--- config.mk ---
export PLATFORM = sky130hd
export DESIGN_NAME = sync_fifo_v2_flat
export DESIGN_NICKNAME = d
export VERILOG_FILES = /design/src/rtl/sync_fifo_v2_if.sv /design/src/rtl/sync_fifo_v2.sv /design/src/flat_wrapper.sv
export SDC_FILE = /design/constraint.sdc
export NUM_CORES = 1
export LEC_CHECK = 0
export CAP_MARGIN = 20
export CORE_MARGIN = 8
export CORE_UTILIZATION = 50
export DETAILED_ROUTE_END_ITERATION = 10
export GPL_ROUTABILITY_DRIVEN = 0
export HOLD_SLACK_MARGIN = 0.15
export PLACE_DENSITY_LB_ADDON = 0.12
export SLEW_MARGIN = 20
export SYNTH_ARGS = -nofsm -noshare
export SYNTH_HDL_FRONTEND = slang
export SYNTH_SLANG_ARGS = --single-unit
--- constraint.sdc ---
create_clock -name clk -period 6.1 [get_ports clk]
set_input_delay 1.83 -clock clk [delete_from_list [all_inputs] [get_ports clk]]
set_output_delay 1.83 -clock clk [all_outputs]
set_load 0.05 [all_outputs]
--- src/rtl/sync_fifo_v2_if.sv ---
// sync_fifo_v2_if: FIFO control, data and status bundle shared by producer/consumer and FIFO
interface sync_fifo_v2_if #(
  parameter int DEPTH = 16,
  parameter int WIDTH = 8
);
  localparam int CNT_W = $clog2(DEPTH + 1);
  logic             flush;
  logic             wren;
  logic [WIDTH-1:0] wrdata;
  logic             rden;
  logic [CNT_W-1:0] af_thresh;
  logic [CNT_W-1:0] ae_thresh;
  logic             err_clr;
  logic [WIDTH-1:0] rddata;
  logic             rdvalid;
  logic [CNT_W-1:0] count;
  logic             full;
  logic             empty;
  logic             almost_full;
  logic             almost_empty;
  logic             overflow;
  logic             underflow;
  modport master (
    output flush, wren, wrdata, rden, af_thresh, ae_thresh, err_clr,
    input  rddata, rdvalid, count, full, empty, almost_full, almost_empty, overflow, underflow
  );
  modport slave (
    input  flush, wren, wrdata, rden, af_thresh, ae_thresh, err_clr,
    output rddata, rdvalid, count, full, empty, almost_full, almost_empty, overflow, underflow
  );
endinterface

--- src/rtl/sync_fifo_v2.sv ---
// sync_fifo_v2: synchronous FIFO with any depth, show-ahead or registered read, thresholds and sticky errors
module sync_fifo_v2 #(
  parameter int DEPTH      = 16,
  parameter int WIDTH      = 8,
  parameter int RD_LATENCY = 0
) (
  input logic           clk,
  input logic           rstn,
  sync_fifo_v2_if.slave bus
);
  localparam int CNT_W = $clog2(DEPTH + 1);
  localparam int PTR_W = $clog2(DEPTH);
  logic [WIDTH-1:0] mem_q [DEPTH];
  logic [PTR_W-1:0] wr_ptr_q, wr_ptr_d, rd_ptr_q, rd_ptr_d;
  logic [CNT_W-1:0] count_q, count_d;
  logic             ovf_q, ovf_d, unf_q, unf_d, rdvalid_q, rdvalid_d;
  logic [WIDTH-1:0] rddata_q, rddata_d;
  logic             full, empty, wr_acc, rd_acc;
  // Status comes from the registered count only, so a same-cycle pop never frees room for a push
  assign full   = count_q == CNT_W'(DEPTH);
  assign empty  = count_q == '0;
  assign wr_acc = bus.wren && !full && !bus.flush;
  assign rd_acc = bus.rden && !empty && !bus.flush;
  // Next-state: pointer wrap at DEPTH-1 handles non-power-of-two depths; error set beats clear
  always_comb begin
    wr_ptr_d  = bus.flush ? '0 : !wr_acc ? wr_ptr_q : (wr_ptr_q == PTR_W'(DEPTH - 1)) ? '0 : wr_ptr_q + 1'b1;
    rd_ptr_d  = bus.flush ? '0 : !rd_acc ? rd_ptr_q : (rd_ptr_q == PTR_W'(DEPTH - 1)) ? '0 : rd_ptr_q + 1'b1;
    count_d   = bus.flush ? '0 : count_q + CNT_W'(wr_acc) - CNT_W'(rd_acc);
    ovf_d     = (bus.wren && full && !bus.flush) || (ovf_q && !bus.err_clr);
    unf_d     = (bus.rden && empty && !bus.flush) || (unf_q && !bus.err_clr);
    rdvalid_d = (RD_LATENCY != 0) && rd_acc;
    rddata_d  = ((RD_LATENCY != 0) && rd_acc) ? mem_q[rd_ptr_q] : rddata_q;
  end
  // Control state and registered read port; reset overrides every request
  always_ff @(posedge clk) begin
    if (!rstn) begin
      wr_ptr_q  <= '0;
      rd_ptr_q  <= '0;
      count_q   <= '0;
      ovf_q     <= 1'b0;
      unf_q     <= 1'b0;
      rdvalid_q <= 1'b0;
      rddata_q  <= '0;
    end else begin
      wr_ptr_q  <= wr_ptr_d;
      rd_ptr_q  <= rd_ptr_d;
      count_q   <= count_d;
      ovf_q     <= ovf_d;
      unf_q     <= unf_d;
      rdvalid_q <= rdvalid_d;
      rddata_q  <= rddata_d;
    end
  end
  // Storage array is left unreset; flush and reset only move the control state
  always_ff @(posedge clk) begin
    if (rstn && wr_acc) mem_q[wr_ptr_q] <= bus.wrdata;
  end
  assign bus.rddata       = (RD_LATENCY != 0) ? rddata_q : (empty ? '0 : mem_q[rd_ptr_q]);
  assign bus.rdvalid      = (RD_LATENCY != 0) ? rdvalid_q : !empty;
  assign bus.count        = count_q;
  assign bus.full         = full;
  assign bus.empty        = empty;
  assign bus.almost_full  = count_q >= bus.af_thresh;
  assign bus.almost_empty = count_q <= bus.ae_thresh;
  assign bus.overflow     = ovf_q;
  assign bus.underflow    = unf_q;
endmodule

--- src/flat_wrapper.sv ---
// flat-port wrapper written by rule: the top's interface ports become plain ports
module sync_fifo_v2_flat 
#(
  parameter int DEPTH      = 16,
  parameter int WIDTH      = 8,
  parameter int RD_LATENCY = 0
)
  (clk, rstn, bus_flush, bus_wren, bus_wrdata, bus_rden, bus_af_thresh, bus_ae_thresh, bus_err_clr, bus_rddata, bus_rdvalid, bus_count, bus_full, bus_empty, bus_almost_full, bus_almost_empty, bus_overflow, bus_underflow);
  sync_fifo_v2_if #(.DEPTH(DEPTH), .WIDTH(WIDTH)) bus_i ();
  input logic clk;
  input logic rstn;
  input wire logic [$bits(bus_i.flush)-1:0] bus_flush;
  input wire logic [$bits(bus_i.wren)-1:0] bus_wren;
  input wire logic [$bits(bus_i.wrdata)-1:0] bus_wrdata;
  input wire logic [$bits(bus_i.rden)-1:0] bus_rden;
  input wire logic [$bits(bus_i.af_thresh)-1:0] bus_af_thresh;
  input wire logic [$bits(bus_i.ae_thresh)-1:0] bus_ae_thresh;
  input wire logic [$bits(bus_i.err_clr)-1:0] bus_err_clr;
  output wire logic [$bits(bus_i.rddata)-1:0] bus_rddata;
  output wire logic [$bits(bus_i.rdvalid)-1:0] bus_rdvalid;
  output wire logic [$bits(bus_i.count)-1:0] bus_count;
  output wire logic [$bits(bus_i.full)-1:0] bus_full;
  output wire logic [$bits(bus_i.empty)-1:0] bus_empty;
  output wire logic [$bits(bus_i.almost_full)-1:0] bus_almost_full;
  output wire logic [$bits(bus_i.almost_empty)-1:0] bus_almost_empty;
  output wire logic [$bits(bus_i.overflow)-1:0] bus_overflow;
  output wire logic [$bits(bus_i.underflow)-1:0] bus_underflow;
  assign bus_i.flush = bus_flush;
  assign bus_i.wren = bus_wren;
  assign bus_i.wrdata = bus_wrdata;
  assign bus_i.rden = bus_rden;
  assign bus_i.af_thresh = bus_af_thresh;
  assign bus_i.ae_thresh = bus_ae_thresh;
  assign bus_i.err_clr = bus_err_clr;
  assign bus_rddata = bus_i.rddata;
  assign bus_rdvalid = bus_i.rdvalid;
  assign bus_count = bus_i.count;
  assign bus_full = bus_i.full;
  assign bus_empty = bus_i.empty;
  assign bus_almost_full = bus_i.almost_full;
  assign bus_almost_empty = bus_i.almost_empty;
  assign bus_overflow = bus_i.overflow;
  assign bus_underflow = bus_i.underflow;
  sync_fifo_v2 #(.DEPTH(DEPTH), .WIDTH(WIDTH), .RD_LATENCY(RD_LATENCY)) u_core (.clk(clk), .rstn(rstn), .bus(bus_i));
endmodule
# After elaboration in Yosys (flattened, before gate mapping)
# Memory sizes are Yosys's and may differ from the RTL's. A register that Yosys moved wholly into a read port is not among the register bits.
# Cells that the tools add are included.
[word_totals]
ff_bits = 15
in_bits = 24
wordCells = 42
memories = 1
mem_bits_rw = 128
[mem_list]
columns = ["memory", "words", "width", "read_ports", "rd_clocked_by_memory_dff", "wr", "line_no", "rtl"]
rows = [
  ["u_core.mem_q", 16, 8, 1, 1, 1, "sync_fifo_v2.sv:13", "logic [WIDTH-1:0] mem_q [DEPTH];"],
]
[op_classes]
order_cmp = 2
eq_ne = 3
bitwise = 1
addsub = 4
mux = 7
reduce_logical = 19
[op_table]
columns = ["cell", "count"]
rows = [
  ["two-way mux 4 bit", 4],
  ["logical AND 1 bit", 11],
  ["adder 4 x 1 -> 4 bit (second input constant)", 2],
  ["equality test 4 bit (second input constant)", 2],
  ["two-way mux 8 bit", 1],
  ["adder 5 x 1 -> 5 bit", 1],
  ["equality test 5 bit (second input constant)", 1],
  ["greater-or-equal comparator 5 bit", 1],
  ["less-or-equal comparator 5 bit", 1],
  ["zero test 5 bit", 1],
  ["subtractor 5 x 1 -> 5 bit", 1],
  ["zero test 1 bit", 4],
  ["logical OR 1 bit", 2],
  ["two-way mux 1 bit", 2],
  ["OR reduction 2 bit", 1],
  ["inverter 1 bit", 1],
]

# Logic depth before layout (Yosys ltp)
# Gate-level depths: netlist of the first run.
[logic_depth]
depth_word = 7
depth_mapped = 15
mapped_depth_nobuf = 13

# Least setup slack after synthesis of the first run
# No wires, ideal clock.
[synth_path]
path_type = "input to output"
startpoint = "in bus_af_thresh[0]"
endpoint = "out bus_almost_full"
cell_stages = 5
arrival_ns = 3.412
slack_ns = 0.858
path_cell_list = "ha_1 -> nand2b_1 -> a21o_1 -> a21oi_1 -> o21ai_0"
[synth_via]
elab_chain_cells = 1
[synth_lines]
columns = ["element", "line_no", "rtl"]
rows = [
  ["start: declaration", "flat_wrapper.sv:16", "input wire logic [$bits(bus_i.af_thresh)-1:0] bus_af_thresh;"],
  ["greater-or-equal comparator 5 bit", "sync_fifo_v2.sv:63", "assign bus.almost_full = count_q >= bus.af_thresh;"],
  ["end: declaration", "flat_wrapper.sv:24", "output wire logic [$bits(bus_i.almost_full)-1:0] bus_almost_full;"],
]
# No other way between the ends.

# Final worst setup path of the first run
# Same ends and word-level chain as after synthesis.

==> results.ini, run 1 <==
[sta]
post-route-period-util = 0.913
fin_ws_ns = 0.528
period_needed_ns = 5.57
grt_setup_unrepaired = false
max_freq_mhz = 179
slew_violations = 0
hold_viol = 0
skew_ns = 0.00958
max_slew_margin = 0.295
tightest_slew_ns = 1.05
tns_ns = 0
setup_viol_count_final = 0

[logic_synthesis]
syn-cell-area_um2 = 6240
syn_nets = 409
ys_ff_latch = 147
yosysTopAreaCellShare = 0.616
synth_cell_type_count = 41
postSynthAreaPerCell_um2 = 17.2
synth_area_leaders = edfxtp_1, mux4_2, dfxtp_1
synth_xor_area_frac = 0.00421
synth_seq_area_share = 0.677
synth-edff-count = 128
synth_top_family_by_area = multiplexers
synthArstFlopShare = 0
post_synth_inst_count = 363
synthMuxAreaShare = 0.140
synth.largest_area_cell = edfxtp_1
synth_compound_area_frac = 0.0425
yosysMostFrequentCell = edfxtp_1
yosys.area_share.simple = 0.0574
synthFlopType = edfxtp_1
synth_adder_area_share = 0.0453
yosys_warnings = 0
synth_common_cells = edfxtp_1, mux4_2, ha_1, nor2_1

[setup_path]
crit_type = input port to output port
worstPathRequired_ns = 4.27
worst_setup_path_end_kind = output port
crit_arrival_ns = 3.74
path_max_fanout = 1
ff2ff_setup_slack_ns = 3.02
reg2reg_to = u_core.bus.count[4]$_SDFF_PP0_
worst-r2r-cell-count = 13
reg2reg_from = u_core.bus.count[3]$_SDFF_PP0_
start_kind = input port

[power]
power_frac_clock = 0.412
combPwrFrac = 0.136
vdd_ir_drop_max_uv = 227
switchingPower_uw = 587
seqPwrFrac = 0.452
switching_share = 0.238
p_per_area_nw_per_um2 = 332
leakage_uw = 0.00244
p_int_uw = 1870

[drt]
drc = 0
totalWireLength_um = 12200
dr.pass1.iters = 4
drtAntennaViolNets = 0
drt_iter0_drc = 193
vias_per_cell = 5.50
via_count = 3302
post_drt_wl_per_cell_um = 20.3

[clock_tree]
cts_hold_buf = 0
cts_buffers = 17
insertion_delay_ns = 0.41
path_clk_slew_ns = 0.05
clock_sinks = 147
cts_tree = done
cts_buffer_depth = 2
htreeDepth = 4
cts_root_buf = clkbuf_16
cts_resized = 0
cts_setup_buffers = 0

[hold_path]
hold_end = u_core.bus.overflow$_SDFF_PN0_
hold_path_depth = 2
min_from = u_core.bus.overflow$_SDFF_PN0_
hp-class = flip-flop to flip-flop

[cells_and_area]
diodes = 0
nFillCells = 961
fin_nets = 461
utilization = 0.597
postLayoutCellArea_um2 = 7410
area_delta_synth_final_pct = 18.8
final_cells = 600
drive_gt1_frac = 0.145

[floorplanning]
initial_utilization = 0.503
die-area_um2 = 16300
row_count = 41
die_h_um = 128
ioPinCount = 44
die_w_um = 128
core-area_um2 = 12400

[global_route]
antenna_found_initial = 0
globalRouteOverflowTotal = 0
track_usage = 0.160
grt_max_degree = 33
grt_pass1_vias = 3512
grt_pass1_wl_um = 19100

[run]
cap_viol_max_count = 0

[placement]
io_buffers = 43
dp_cells = 568
dp_slack_ns = 0.500
dpl.hpwl_um = 8040
placed_area_um2 = 6820

[outcome]
outcome = finished, final reports clean

==> sequential cells by signal (all words and copies together), names as in the netlist, named ones only <==
signal / count
u_core.mem_q: 128
u_core.wr_ptr_q: 4
u_core.bus.count: 5
u_core.bus.underflow: 1
u_core.rd_ptr_q: 4
u_core.bus.overflow: 1
==> metal layers <==
metal	track usage	routed length, um	up-vias
met3	0.0562	521	11
met2	0.260	6040	78
met1	0.199	5510	1686
met5	0	0	-
li1	-	-	1527
met4	0.0469	136	0
==> power by group through the flow <==
stage | clock [uW] | combinational (uW) | sequential (uW)
2_1_floorplan | 0 | 203 | 1150
3_3_place_gp | 0 | 333 | 1130
3_5_place_dp | 0 | 338 | 1130
4_1_cts | 1030 | 340 | 1110
5_1_grt | 1070 | 359 | 1110
6_report | 1010 | 334 | 1110
==> kinds of logic after synthesis <==
group,after synthesis
AO/OA/AOI/OAI,40
XOR/XNOR,3
adder cells (fa/ha/maj),22
buffers and inverters,39
flip-flops,147
multiplexers,44
AND/OR/NAND/NOR,68
==> cell type report <==
class / instances / area, um2 / share of cell area
repair buffers: 52 / 495 / 0.0669
well taps: 172 / 215 / 0.0290
clock buffers: 30 / 557 / 0.0752
inverters: 20 / 75.1 / 0.0101
multi-input cells: 177 / 1810 / 0.244
flip-flops and latches: 147 / 4220 / 0.570
clock inverters: 2 / 35.0 / 0.00473
==> metrics by stage <==
stage	power, uW	hold slack (ns)
floorplan	1350	0.472
global placement	1470	0.472
detailed placement	1470	0.494
CTS	2480	0.504
global route	2550	0.525
finish	2460	0.497
==> layout by cell type, fill, tap and decap left out, types with 2 or more instances in the layout <==
| master | count |
|---|---|
| a21oi_1 | 9 |
| nand2_1 | 6 |
| inv_1 | 19 |
| o21ai_0 | 5 |
| clkbuf_16 | 19 |
| a211oi_1 | 16 |
| buf_4 | 10 |
| nand2b_1 | 6 |
| xor2_1 | 2 |
| a21o_1 | 3 |
| nor2_1 | 21 |
| dfxtp_1 | 19 |
| mux4_2 | 23 |
| ha_1 | 21 |
| nor3b_1 | 2 |
| nor2b_1 | 13 |
| clkbuf_1 | 7 |
| clkbuf_8 | 4 |
| nand3_1 | 8 |
| nor3_1 | 5 |
| mux4_1 | 9 |
| clkdlybuf4s50_1 | 42 |
| mux2i_1 | 12 |
| edfxtp_1 | 128 |
| a31oi_1 | 2 |
==> worst max-delay path by stage <==
stage	startpoint	endpoint	slack [ns]
after global placement	bus_af_thresh[0]	bus_almost_full	0.52
final	bus_af_thresh[0]	bus_almost_full	0.53
after CTS	bus_af_thresh[0]	bus_almost_full	0.50
after global routing	bus_af_thresh[0]	bus_almost_full	0.43
after floorplan	bus_af_thresh[0]	bus_almost_full	0.86
after detailed placement	bus_af_thresh[0]	bus_almost_full	0.50
==> worst max-delay path: stages <==
cell             delay, ns
clkdlybuf4s50_1       0.45
ha_1                  0.21
nand2b_1              0.14
a21o_1                0.17
a21oi_1               0.14
o21ai_0               0.09
clkdlybuf4s50_1       0.71
No activity file was read; power rests on OpenSTA's default activity.
==> inputs of run 2 (changes only) <==
CELL_PAD_IN_SITES_DETAIL_PLACEMENT = 0   (was default)
CELL_PAD_IN_SITES_GLOBAL_PLACEMENT = 1   (was default)
==> results.ini, run 2 (synthesized netlist as in run 1, its figures left out) <==
[outcome]
outcome = finished, final reports clean

[sta]
post-route-period-util = 0.914
grt_setup_unrepaired = false
tightest_slew_ns = 1.02
period_needed_ns = 5.58
fin_ws_ns = 0.523
max_freq_mhz = 179
max_slew_margin = 0.317
slew_violations = 0
setup_viol_count_final = 0
hold_viol = 0
tns_ns = 0
skew_ns = 0.00463

[setup_path]
cp.buffers_inverters = 2
worstPathRequired_ns = 4.27
crit_top_cell = clkdlybuf4s50_1
cp_top_family = buffers and inverters
crit_type = input port to output port
cpMaxStageDelayCell = clkdlybuf4s50_1
cpPeakStageDelay_ns = 0.70
path_max_fanout = 1
path_cells = clkdlybuf4s50_1 > ha_1 > nand2b_1 > a21o_1 > a21oi_1 > o21ai_0 > clkdlybuf4s50_1
start_kind = input port
crit_arrival_ns = 3.75
worst_setup_path_end_kind = output port

[drt]
totalWireLength_um = 12100
dr.pass1.iters = 4
drtAntennaViolNets = 0
via_count = 3275
drc = 0
vias_per_cell = 5.47
post_drt_wl_per_cell_um = 20.1
drt_iter0_drc = 223

[power]
p_int_uw = 1980
leakage_uw = 0.00247
combPwrFrac = 0.128
seqPwrFrac = 0.428
vdd_ir_drop_max_uv = 146
switching_share = 0.237
p_per_area_nw_per_um2 = 348
power_uw = 2600
power_frac_clock = 0.444
switchingPower_uw = 616

[clock_tree]
cts_root_buf = clkbuf_16
cts_buffers = 17
cts_buffer_depth = 2
insertion_delay_ns = 0.41
htreeDepth = 4
clock_sinks = 147
path_clk_slew_ns = 0.06
cts_tree = done
cts_setup_buffers = 0
cts_hold_buf = 0
cts_resized = 0

[global_route]
grt_pass1_vias = 3494
grt_pass1_wl_um = 19200
track_usage = 0.159
grt_max_degree = 33
globalRouteOverflowTotal = 0
antenna_found_initial = 0

[cells_and_area]
nFillCells = 960
layout_commonest_cell = edfxtp_1
drive_gt1_frac = 0.155
largest-register = u_core.mem_q
largest_reg_flops = 128
postLayoutCellArea_um2 = 7470
diodes = 0
fin_nets = 460
area_delta_synth_final_pct = 19.8
final_cell_mix = edfxtp_1, clkdlybuf4s50_1, mux4_2

[floorplanning]
die-area_um2 = 16300
ioPinCount = 44
die_h_um = 128
initial_utilization = 0.503
core-area_um2 = 12400
die_w_um = 128
row_count = 41

[placement]
dpl.hpwl_um = 7720
placed_area_um2 = 6810
dp_slack_ns = 0.505
io_buffers = 43

[run]
cap_viol_max_count = 0

[hold_path]
hp-class = flip-flop to flip-flop

==> run 2: layer usage <==
metal  vias up  global-route usage  wire length [um]
met3        14              0.0453               469
li1       1522                   -                 -
met2        75               0.266              5980
met1      1664               0.192              5420
met5         -                   0                 0
met4         0              0.0622               188
==> run 2: tightest hold or removal path, stage by stage (launching register included) <==
cell	delay (ns)
dfxtp_1	0.32
nand2b_1	0.06
a21boi_0	0.07
==> run 2: power by group through the flow <==
stage / registers (uW) / logic [uW] / clock network (uW)
floorplan: 1150 / 203 / 0
global placement: 1130 / 332 / 0
detailed placement: 1130 / 335 / 0
CTS: 1110 / 337 / 1170
global route: 1110 / 359 / 1210
finish: 1110 / 332 / 1150
==> run 2: final timing paths <==
kind                                                      from                             end  slack [ns]  cells past startpoint
worst max-delay path                          bus_af_thresh[0]                 bus_almost_full        0.52                      7
worst min-delay path            u_core.bus.overflow$_SDFF_PN0_  u_core.bus.overflow$_SDFF_PN0_        0.50                      2
worst max register to register  u_core.bus.count[3]$_SDFF_PP0_  u_core.bus.count[4]$_SDFF_PP0_        3.00                     13
worst min register to register  u_core.bus.overflow$_SDFF_PN0_  u_core.bus.overflow$_SDFF_PN0_        0.50                      2
==> run 2: through the flow <==
step / util / hold slack [ns] / std cells
after detailed placement: 0.548 / 0.503 / 567
after floorplan: - / 0.472 / 363
final: 0.602 / 0.500 / 599
after CTS: 0.602 / 0.511 / 599
after global routing: 0.602 / 0.536 / 599
after global placement: 0.548 / 0.475 / 567
==> run 2: final cells by class <==
| class | instances | area, um2 | share of cell area |
|---|---|---|---|
| sequential | 147 | 4220 | 0.565 |
| multi-input combinational | 177 | 1810 | 0.242 |
| timing repair buffer | 51 | 488 | 0.0653 |
| clock buffer | 17 | 425 | 0.0569 |
| clock inverter | 15 | 236 | 0.0317 |
| tap | 172 | 215 | 0.0288 |
| inverter | 20 | 75.1 | 0.0100 |
